--- config.mk ---
export PLATFORM = sky130hd
export DESIGN_NAME = snake_dir_scheduler
export DESIGN_NICKNAME = d
export VERILOG_FILES = /design/src/rtl/snake_pkg.sv /design/src/rtl/key_sync_filter.sv /design/src/rtl/snake_dir_scheduler.sv
export SDC_FILE = /design/constraint.sdc
export NUM_CORES = 1
export LEC_CHECK = 0
export BUFFER_PORTS_ARGS = -buffer_cell sky130_fd_sc_hd__buf_4
export CORE_ASPECT_RATIO = 0.6
export CORE_UTILIZATION = 60
export CTS_CLUSTER_SIZE = 25
export DETAILED_ROUTE_END_ITERATION = 7
export GPL_TIMING_DRIVEN = 0
export PLACE_DENSITY = 0.9
export SYNTH_ARGS = -nofsm -noshare
export SYNTH_HDL_FRONTEND = slang
export SYNTH_HIERARCHICAL = 1
export SYNTH_SLANG_ARGS = --single-unit
--- constraint.sdc ---
create_clock -name clock -period 8 [get_ports clock]
set_input_delay 0.8 -clock clock [delete_from_list [all_inputs] [get_ports clock]]
set_output_delay 0.8 -clock clock [all_outputs]
set_load 0.1 [all_outputs]
--- src/rtl/snake_pkg.sv ---
// snake_pkg
// Direction encodings shared by the direction scheduler and the snake
// movement datapath, plus a helper that returns the reverse heading.
package snake_pkg;

    localparam logic [3:0] DIR_NONE  = 4'b0000;
    localparam logic [3:0] DIR_UP    = 4'b0001;
    localparam logic [3:0] DIR_DOWN  = 4'b0010;
    localparam logic [3:0] DIR_LEFT  = 4'b0100;
    localparam logic [3:0] DIR_RIGHT = 4'b1000;

    // Reverse heading. Anything other than a legal one-hot direction has
    // no opposite and maps to DIR_NONE.
    function automatic logic [3:0] opposite(input logic [3:0] dir);
        logic [3:0] r;
        case (dir)
            DIR_UP:    r = DIR_DOWN;
            DIR_DOWN:  r = DIR_UP;
            DIR_LEFT:  r = DIR_RIGHT;
            DIR_RIGHT: r = DIR_LEFT;
            default:   r = DIR_NONE;
        endcase
        return r;
    endfunction

endpackage

--- src/rtl/key_sync_filter.sv ---
// key_sync_filter
// Brings the keyboard decoder's direction code into the clock domain,
// waits for it to be stable, and reports each new code exactly once.
//
// Ports
//   clock       in   system clock
//   reset       in   synchronous, active-high
//   key_code    in   [3:0] one-hot direction code, async to clock
//   cand_valid  out  combinational pulse: a new, stable, one-hot code
//   cand_dir    out  [3:0] the code belonging to cand_valid
module key_sync_filter
    import snake_pkg::*;
(
    input  logic       clock,
    input  logic       reset,
    input  logic [3:0] key_code,
    output logic       cand_valid,
    output logic [3:0] cand_dir
);

    logic [3:0] s1_q, s2_q, s3_q;
    logic [3:0] last_seen_q, last_seen_d;
    logic       cand;

    // A candidate is any stable code that differs from the last one
    // reported; it is recorded even when it is not a usable direction,
    // so releasing a key to 0 re-arms the same key.
    assign cand = (s2_q == s3_q) && (s2_q != last_seen_q);

    always_comb begin
        last_seen_d = last_seen_q;
        if (cand) begin
            last_seen_d = s2_q;
        end
    end

    assign cand_valid = cand && $onehot(s2_q);
    assign cand_dir   = s2_q;

    always_ff @(posedge clock) begin
        if (reset) begin
            s1_q        <= DIR_NONE;
            s2_q        <= DIR_NONE;
            s3_q        <= DIR_NONE;
            last_seen_q <= DIR_NONE;
        end else begin
            s1_q        <= key_code;
            s2_q        <= s1_q;
            s3_q        <= s2_q;
            last_seen_q <= last_seen_d;
        end
    end

endmodule

--- src/rtl/snake_dir_scheduler.sv ---
// snake_dir_scheduler
// Queues legal direction changes from the keyboard and releases one per
// game tick to the snake movement logic.
//
// Ports
//   clock        in   system clock
//   reset        in   synchronous, active-high
//   key_code     in   [7:0] keyboard decoder output, only [3:0] used
//   enable       in   1 = running; 0 = paused (no push, no pop)
//   game_tick    in   one-cycle pulse per snake step
//   direction    out  [3:0] current one-hot heading
//   turn         out  one-cycle pulse: heading changed
//   queue_count  out  pending turns
//   overflow     out  one-cycle pulse: legal turn dropped, queue full
module snake_dir_scheduler
    import snake_pkg::*;
#(
    parameter int         DEPTH    = 4,
    parameter logic [3:0] INIT_DIR = DIR_RIGHT
) (
    input  logic                   clock,
    input  logic                   reset,
    input  logic [7:0]             key_code,
    input  logic                   enable,
    input  logic                   game_tick,
    output logic [3:0]             direction,
    output logic                   turn,
    output logic [$clog2(DEPTH):0] queue_count,
    output logic                   overflow
);

    localparam int PW = $clog2(DEPTH);
    localparam int CW = PW + 1;
    localparam logic [CW-1:0] FULL_C = CW'(DEPTH);

    logic [3:0]    key_hi_unused;
    logic          cand_valid;
    logic [3:0]    cand_dir;

    logic [3:0]    mem_q [DEPTH];
    logic [PW-1:0] wr_ptr_q, wr_ptr_d;
    logic [PW-1:0] rd_ptr_q, rd_ptr_d;
    logic [CW-1:0] count_q, count_d;
    logic [3:0]    dir_q, dir_d;
    logic [3:0]    tail_dir_q, tail_dir_d;
    logic          turn_q, turn_d;
    logic          overflow_q, overflow_d;

    logic [3:0]    ref_dir;
    logic          accept, push, pop;

    assign key_hi_unused = key_code[7:4];

    key_sync_filter u_key_sync_filter (
        .clock      (clock),
        .reset      (reset),
        .key_code   (key_code[3:0]),
        .cand_valid (cand_valid),
        .cand_dir   (cand_dir)
    );

    always_comb begin
        wr_ptr_d   = wr_ptr_q;
        rd_ptr_d   = rd_ptr_q;
        count_d    = count_q;
        dir_d      = dir_q;
        tail_dir_d = tail_dir_q;
        turn_d     = 1'b0;
        overflow_d = 1'b0;

        // Turns are judged against the last queued heading so a chain of
        // queued turns can never contain an immediate reversal. This uses
        // the pre-pop tail even when a tick pops in the same cycle.
        ref_dir = (count_q == '0) ? dir_q : tail_dir_q;
        accept  = enable && cand_valid
                  && (cand_dir != ref_dir) && (cand_dir != opposite(ref_dir));
        push    = accept && (count_q != FULL_C);
        pop     = enable && game_tick && (count_q != '0);

        if (push) begin
            wr_ptr_d   = wr_ptr_q + PW'(1);
            tail_dir_d = cand_dir;
        end
        if (accept && !push) begin
            overflow_d = 1'b1;
        end
        if (pop) begin
            rd_ptr_d = rd_ptr_q + PW'(1);
            dir_d    = mem_q[rd_ptr_q];
            turn_d   = 1'b1;
        end

        if (push && !pop) begin
            count_d = count_q + CW'(1);
        end else if (pop && !push) begin
            count_d = count_q - CW'(1);
        end
    end

    always_ff @(posedge clock) begin
        if (push) begin
            mem_q[wr_ptr_q] <= cand_dir;
        end
    end

    always_ff @(posedge clock) begin
        if (reset) begin
            wr_ptr_q   <= '0;
            rd_ptr_q   <= '0;
            count_q    <= '0;
            dir_q      <= INIT_DIR;
            tail_dir_q <= INIT_DIR;
            turn_q     <= 1'b0;
            overflow_q <= 1'b0;
        end else begin
            wr_ptr_q   <= wr_ptr_d;
            rd_ptr_q   <= rd_ptr_d;
            count_q    <= count_d;
            dir_q      <= dir_d;
            tail_dir_q <= tail_dir_d;
            turn_q     <= turn_d;
            overflow_q <= overflow_d;
        end
    end

    assign direction   = dir_q;
    assign turn        = turn_q;
    assign queue_count = count_q;
    assign overflow    = overflow_q;

endmodule

After elaboration in Yosys (flattened, before gate mapping)
Memories as Yosys holds them, arrays and structs flattened. A register that Yosys moved wholly into a read port is not among the register bits.
Cells that the tools add are included.
{ "classes": {"addsub": 7, "eq_ne": 10, "n_mux": 8, "n_reduce_logical": 16} }
{ "ops": {"columns": ["cell", "n"], "rows": [
  ["case mux 4 bit (4 select lines)", 1],
  ["!= test 4 bit", 3],
  ["logical AND 1 bit", 11],
  ["two-way mux 3 bit", 2],
  ["adder 1 x 1 -> 2 bit", 2],
  ["adder 2 x 1 -> 2 bit, second input constant", 2],
  ["equality test 4 x 1 -> 1 bit, second input constant", 1],
  ["equality test 4 x 2 -> 1 bit, second input constant", 1],
  ["equality test 4 x 3 -> 1 bit, second input constant", 1],
  ["equality test 4 bit", 1],
  ["equality test 4 bit, second input constant", 1],
  ["two-way mux 1 bit", 4],
  ["two-way mux 4 bit", 1],
  ["adder 3 x 1 -> 3 bit, second input constant", 1],
  ["adder 3 bit", 1],
  ["equality test 3 x 1 -> 1 bit, second input constant", 1],
  ["zero test 3 bit", 1],
  ["!= test 3 bit, second input constant", 1],
  ["nonzero test 3 bit", 1],
  ["subtractor 3 x 1 -> 3 bit, second input constant", 1],
  ["zero test 1 bit", 2],
  ["nonzero test 2 bit", 1]
]} }
{ "totals": {"reg_bits": 29, "ram_bits": 16, "output_inout_bits": 9, "word_cells": 52, "n_memories": 1} }
{ "memory_table": {"columns": ["memory", "words", "width", "rd", "rd_clocked_by_memory_dff", "wr", "line", "text"], "rows": [
  ["mem_q", 4, 4, 1, 1, 1, "snake_dir_scheduler.sv:40", "logic [3:0] mem_q [DEPTH];"]
]} }

Longest topological paths before layout
{ "logic_depth": {"depth_word": 12, "ltp_mapped": 15, "mapped_depth_nobuf": 14} }

Hierarchy
Netlist, hierarchy kept.
{ "by_module_without_submodules": {"columns": ["mod", "instances", "cells_each", "area_per_inst_um2", "seq_area_each_um2"], "rows": [
  ["snake_dir_scheduler", 1, 165, 1813.0, 820.8],
  ["key_sync_filter", 1, 56, 625.6, 320.3]
]} }

Worst setup path after synthesis
No wires, ideal clock.
{ "synth_timing": {"path_type": "reg2reg", "startpoint": "register count_q[0] (netlist: queue_count[0])", "endpoint": "register count_q[2] (netlist: queue_count[2])", "setup_ns": 0.071, "arrival_time_ns": 3.586, "setup_slack_ns": 4.344, "stages_incl_launch_ff": 14, "synth_period_minus_slack_ns": 3.656, "cell_sequence": "dfxtp_1 > or3_1 > buf_6 > nor4_1 > nor4_1 > o211a_1 > a2111oi_4 > buf_6 > ha_1 > inv_1 > fa_1 > xor2_1 > or3_1 > a21oi_1"} }
{ "synth_between": {"elab_chain_cells": 10} }
{ "synth_rtl": {"columns": ["element", "line", "text"], "rows": [
  ["start: declaration", "snake_dir_scheduler.sv:43", "logic [CW-1:0] count_q, count_d;"],
  ["start signal: assignment", "snake_dir_scheduler.sv:118", "count_q <= count_d;"],
  ["zero test 3 bit", "snake_dir_scheduler.sv:74", "ref_dir = (count_q == '0) ? dir_q : tail_dir_q;"],
  ["two-way mux 4 bit", "snake_dir_scheduler.sv:74", null],
  ["equality test 4 bit (tied with other cells)", "snake_pkg.sv:16", "case (dir)"],
  ["case mux 4 bit (4 select lines)", "snake_pkg.sv:16", null],
  ["!= test 4 bit", "snake_dir_scheduler.sv:76", "&& (cand_dir != ref_dir) && (cand_dir != opposite(ref_dir));"],
  ["logical AND 1 bit", "snake_dir_scheduler.sv:76", null],
  ["logical AND 1 bit *", "snake_dir_scheduler.sv:77", "push = accept && (count_q != FULL_C);"],
  ["named net push", "snake_dir_scheduler.sv:50", "logic accept, push, pop;"],
  ["zero test 1 bit", "snake_dir_scheduler.sv:95", "end else if (pop && !push) begin"],
  ["logical AND 1 bit", "snake_dir_scheduler.sv:95", null],
  ["nonzero test 2 bit (no source line)", null, null]
]} }
The timed path passes the listed nets; every way through them passes the cells marked *. The select of a mux whose other input is x is not followed.
A chain may end at the register's enable or synchronous reset.

Worst setup path in the final report
{ "layout_timing": {"startpoint": "register u_key_sync_filter.s2_q[1] (netlist: u_key_sync_filter/cand_dir[1])", "endpoint": "register count_q[2] (netlist: queue_count[2])"} }
{ "layout_between": {"elab_chain_cells": 11} }
{ "layout_rtl": {"columns": ["element", "line", "text"], "rows": [
  ["start: declaration", "key_sync_filter.sv:21", "logic [3:0] s1_q, s2_q, s3_q;"],
  ["start signal: assignment", "key_sync_filter.sv:48", "s2_q <= s1_q;"],
  ["adder 1 x 1 -> 2 bit (not written as such)", "key_sync_filter.sv:37", "assign cand_valid = cand && $onehot(s2_q);"],
  ["adder 3 bit (not written as such)", "key_sync_filter.sv:37", null],
  ["equality test 3 x 1 -> 1 bit", "key_sync_filter.sv:37", null],
  ["logical AND 1 bit *", "key_sync_filter.sv:37", null],
  ["named net cand_valid", "snake_dir_scheduler.sv:37", "logic cand_valid;"],
  ["logical AND 1 bit *", "snake_dir_scheduler.sv:75", "accept = enable && cand_valid"],
  ["logical AND 1 bit * (2 in a row)", "snake_dir_scheduler.sv:76", null],
  ["logical AND 1 bit *", "snake_dir_scheduler.sv:77", null],
  ["named net push", "snake_dir_scheduler.sv:50", null],
  ["zero test 1 bit", "snake_dir_scheduler.sv:95", null],
  ["logical AND 1 bit", "snake_dir_scheduler.sv:95", null],
  ["nonzero test 2 bit (no source line)", null, null]
]} }
The timed path passes the listed nets; every way through them passes the cells marked *.

==> impl_metrics.json <==
{
  "clockRootBuffer": "clkbuf_8",
  "critPathRequiredTime_ps": 8230,
  "drt_iter0_markers": 188,
  "vias": 1705,
  "clk_pin_slew_ps": 80,
  "async_reset_ff_share_pct": 0,
  "synthCells": 221,
  "slew_violations": 0,
  "grt_usage_pct": 25.4,
  "hp-class": "reg2reg",
  "worst-path-max-fanout": 14,
  "start_kind": "register",
  "ys_ff_latch": 49,
  "final_common_cell": "dfxtp_1",
  "io_buffers": 16,
  "worst_pin_slew_ps": 573,
  "ir_drop_mv": 0.0957,
  "clockBufferDepth": 2,
  "netlist_area_mm2": 0.00244,
  "status": "finished, violations left",
  "synth_nets": 242,
  "start_util_pct": 64.4,
  "ant_nets": 0,
  "drt-total-wl_um": 4880,
  "htreeDepth": 2,
  "cp-end-kind": "register",
  "ys.flop_type": "dfxtp_1",
  "dieArea_mm2": 0.00433,
  "drtPass1Iterations": 7,
  "fin_tns_setup_ps": 0,
  "wl_per_cell_um": 16.8,
  "drive_above_1_share_pct": 16.0,
  "cts_hold_buffers": 0,
  "dp.cells": 284,
  "power_leakage_uw": 0.00107,
  "cts_tree": "built",
  "die_w_um": 84.3,
  "rsz0062_at_grt": "false",
  "cts_resized": 0,
  "fmax_ghz": 0.261,
  "io_pins": 21,
  "synth_seq_area_share_pct": 46.8,
  "grt_pass1_vias": 1658,
  "hold_ws_ps": 454,
  "clk_latency_ps": 300,
  "hold_viol_final": 0,
  "maxCapViolCount": 0,
  "worst-endpoint-arrival_ps": 4070,
  "period_share_pct": 48.0,
  "setup-violations-final": 0,
  "core_area_mm2": 0.00379,
  "synth_top_area_share_pct": 27.1,
  "netlist_top_cells_area": "dfxtp_1 27%, edfxtp_1 20%, mux2i_1 4.9%, nor2b_1 4.9%, mux4_2 3.7%",
  "finalNonFillerCells": 291,
  "antenna_found_initial": 0,
  "fp-row-count": 17,
  "critPathKind": "reg2reg",
  "cts_setup_buffers": 0,
  "failed_checks": "DRC",
  "fin_skew_ps": 11.4,
  "pre_cts_ws_ps": 4180,
  "grt_overflow": 0,
  "grt_first_pass_wirelength_um": 8020,
  "mostFrequentLayoutCells": "33 x dfxtp_1, 19 x nor2b_1, 18 x nor2_1",
  "dpl.hpwl_um": 3580,
  "synth.avg_cell_area_um2": 11.0,
  "worst_slack_ps": 4160,
  "cts_made_buffers": 5,
  "synth_cell_types": 39,
  "grt_max_degree": 15,
  "synth_edf_count": 16,
  "cellPowerDensity_mw_per_mm2": 219,
  "yosysWarningCount": 6,
  "final_nets": 265,
  "antennaDiodeCount": 0,
  "die_y_um": 51.4,
  "period_needed_ps": 3840,
  "relSlewSlack_pct": 61.6,
  "vias_per_cell": 5.86,
  "gp_congestion": 0.850,
  "area_growth_pct": 10.5,
  "drc": 2,
  "synth_top_cell_by_area": "dfxtp_1",
  "cts_sinks": 49
}
## registers in the layout (all words and copies together), names as in the netlist
name	flops
direction	4
tail_dir_q	4
u_key_sync_filter/last_seen_q	4
u_key_sync_filter/s3_q	4
rd_ptr_q	2
overflow	1
turn	1
u_key_sync_filter/s1_q	4
queue_count	3
mem_q	16
u_key_sync_filter/cand_dir	4
wr_ptr_q	2
## power breakdown
group,switching [uW],internal (uW)
Clock,76.7,59.1
Sequential,15.2,267
Combinational,109,62.2
## kinds of logic (layout without fill, tap and decap cells)
logic type	Yosys count	after routing	synth area share, %
adders and majority gates	9	9	5.23
DFF	49	49	46.8
and+or+nand+nor	85	85	21.0
AOI/OAI and AO/OA	19	19	6.26
muxes	21	21	10.9
xor gates and xnor gates	16	16	5.75
buffers and inverters	22	45	4.00
## metal layers
metal | part of all wire (%) | GRT usage [%] | vias to the layer above
met5 | 0 | 0 | -
met4 | 1.6 | 9.77 | 0
met3 | 7.1 | 6.62 | 14
met2 | 42 | 38.1 | 68
met1 | 49 | 35.4 | 808
li1 | - | - | 815
## worst max-delay path: stages, from the launching register on
cell,delay [ps]
dfxtp_1,680
inv_1,170
fa_1,430
inv_1,70
ha_1,210
nor4_1,330
nand2_1,160
a2111oi_4,280
buf_6,200
ha_1,180
inv_1,60
fa_1,370
xor2_1,160
or3_1,320
a21oi_1,140
## Yosys cell counts (all sizes together), types with 5 or more instances
cell,number
dfxtp,33
nor2b,19
nor2,18
edfxtp,16
mux2i,12
clkbuf,10
inv,10
nand2b,10
xor2,9
ha,7
nand2,7
xnor2,7
nor4,6
a21oi,5
mux2,5
nor4b,5
## worst paths after layout
check	to	depth (start not counted)	slack, ps	startpoint
worst min-delay path	u_key_sync_filter/cand_dir[1]	1	450	u_key_sync_filter/s1_q[1]
worst max register to register	queue_count[2]	14	4160	u_key_sync_filter/cand_dir[1]
worst max-delay path	queue_count[2]	14	4160	u_key_sync_filter/cand_dir[1]
worst min register to register	u_key_sync_filter/cand_dir[1]	1	450	u_key_sync_filter/s1_q[1]
## per-stage QoR
| step | area [um^2] | power, uW | utilization [%] |
|---|---|---|---|
| after floorplan | 2440 | 420 | - |
| after global placement | 2620 | 451 | 69.1 |
| after detailed placement | 2620 | 456 | 69.1 |
| after CTS | 2690 | 588 | 71.2 |
| after global routing | 2690 | 614 | 71.2 |
| final | 2690 | 589 | 71.2 |
## area by class of cell
cell class	instances	area, um^2
plain buffers	12	60.1
repair buffers	16	120
clock inverters	1	3.75
multi-input cells	150	1200
fillers	279	1090
clock buffers	6	72.6
inverters	10	37.5
well taps	47	58.8
flip-flops and latches	49	1140
No activity file was read; power rests on OpenSTA's default activity.
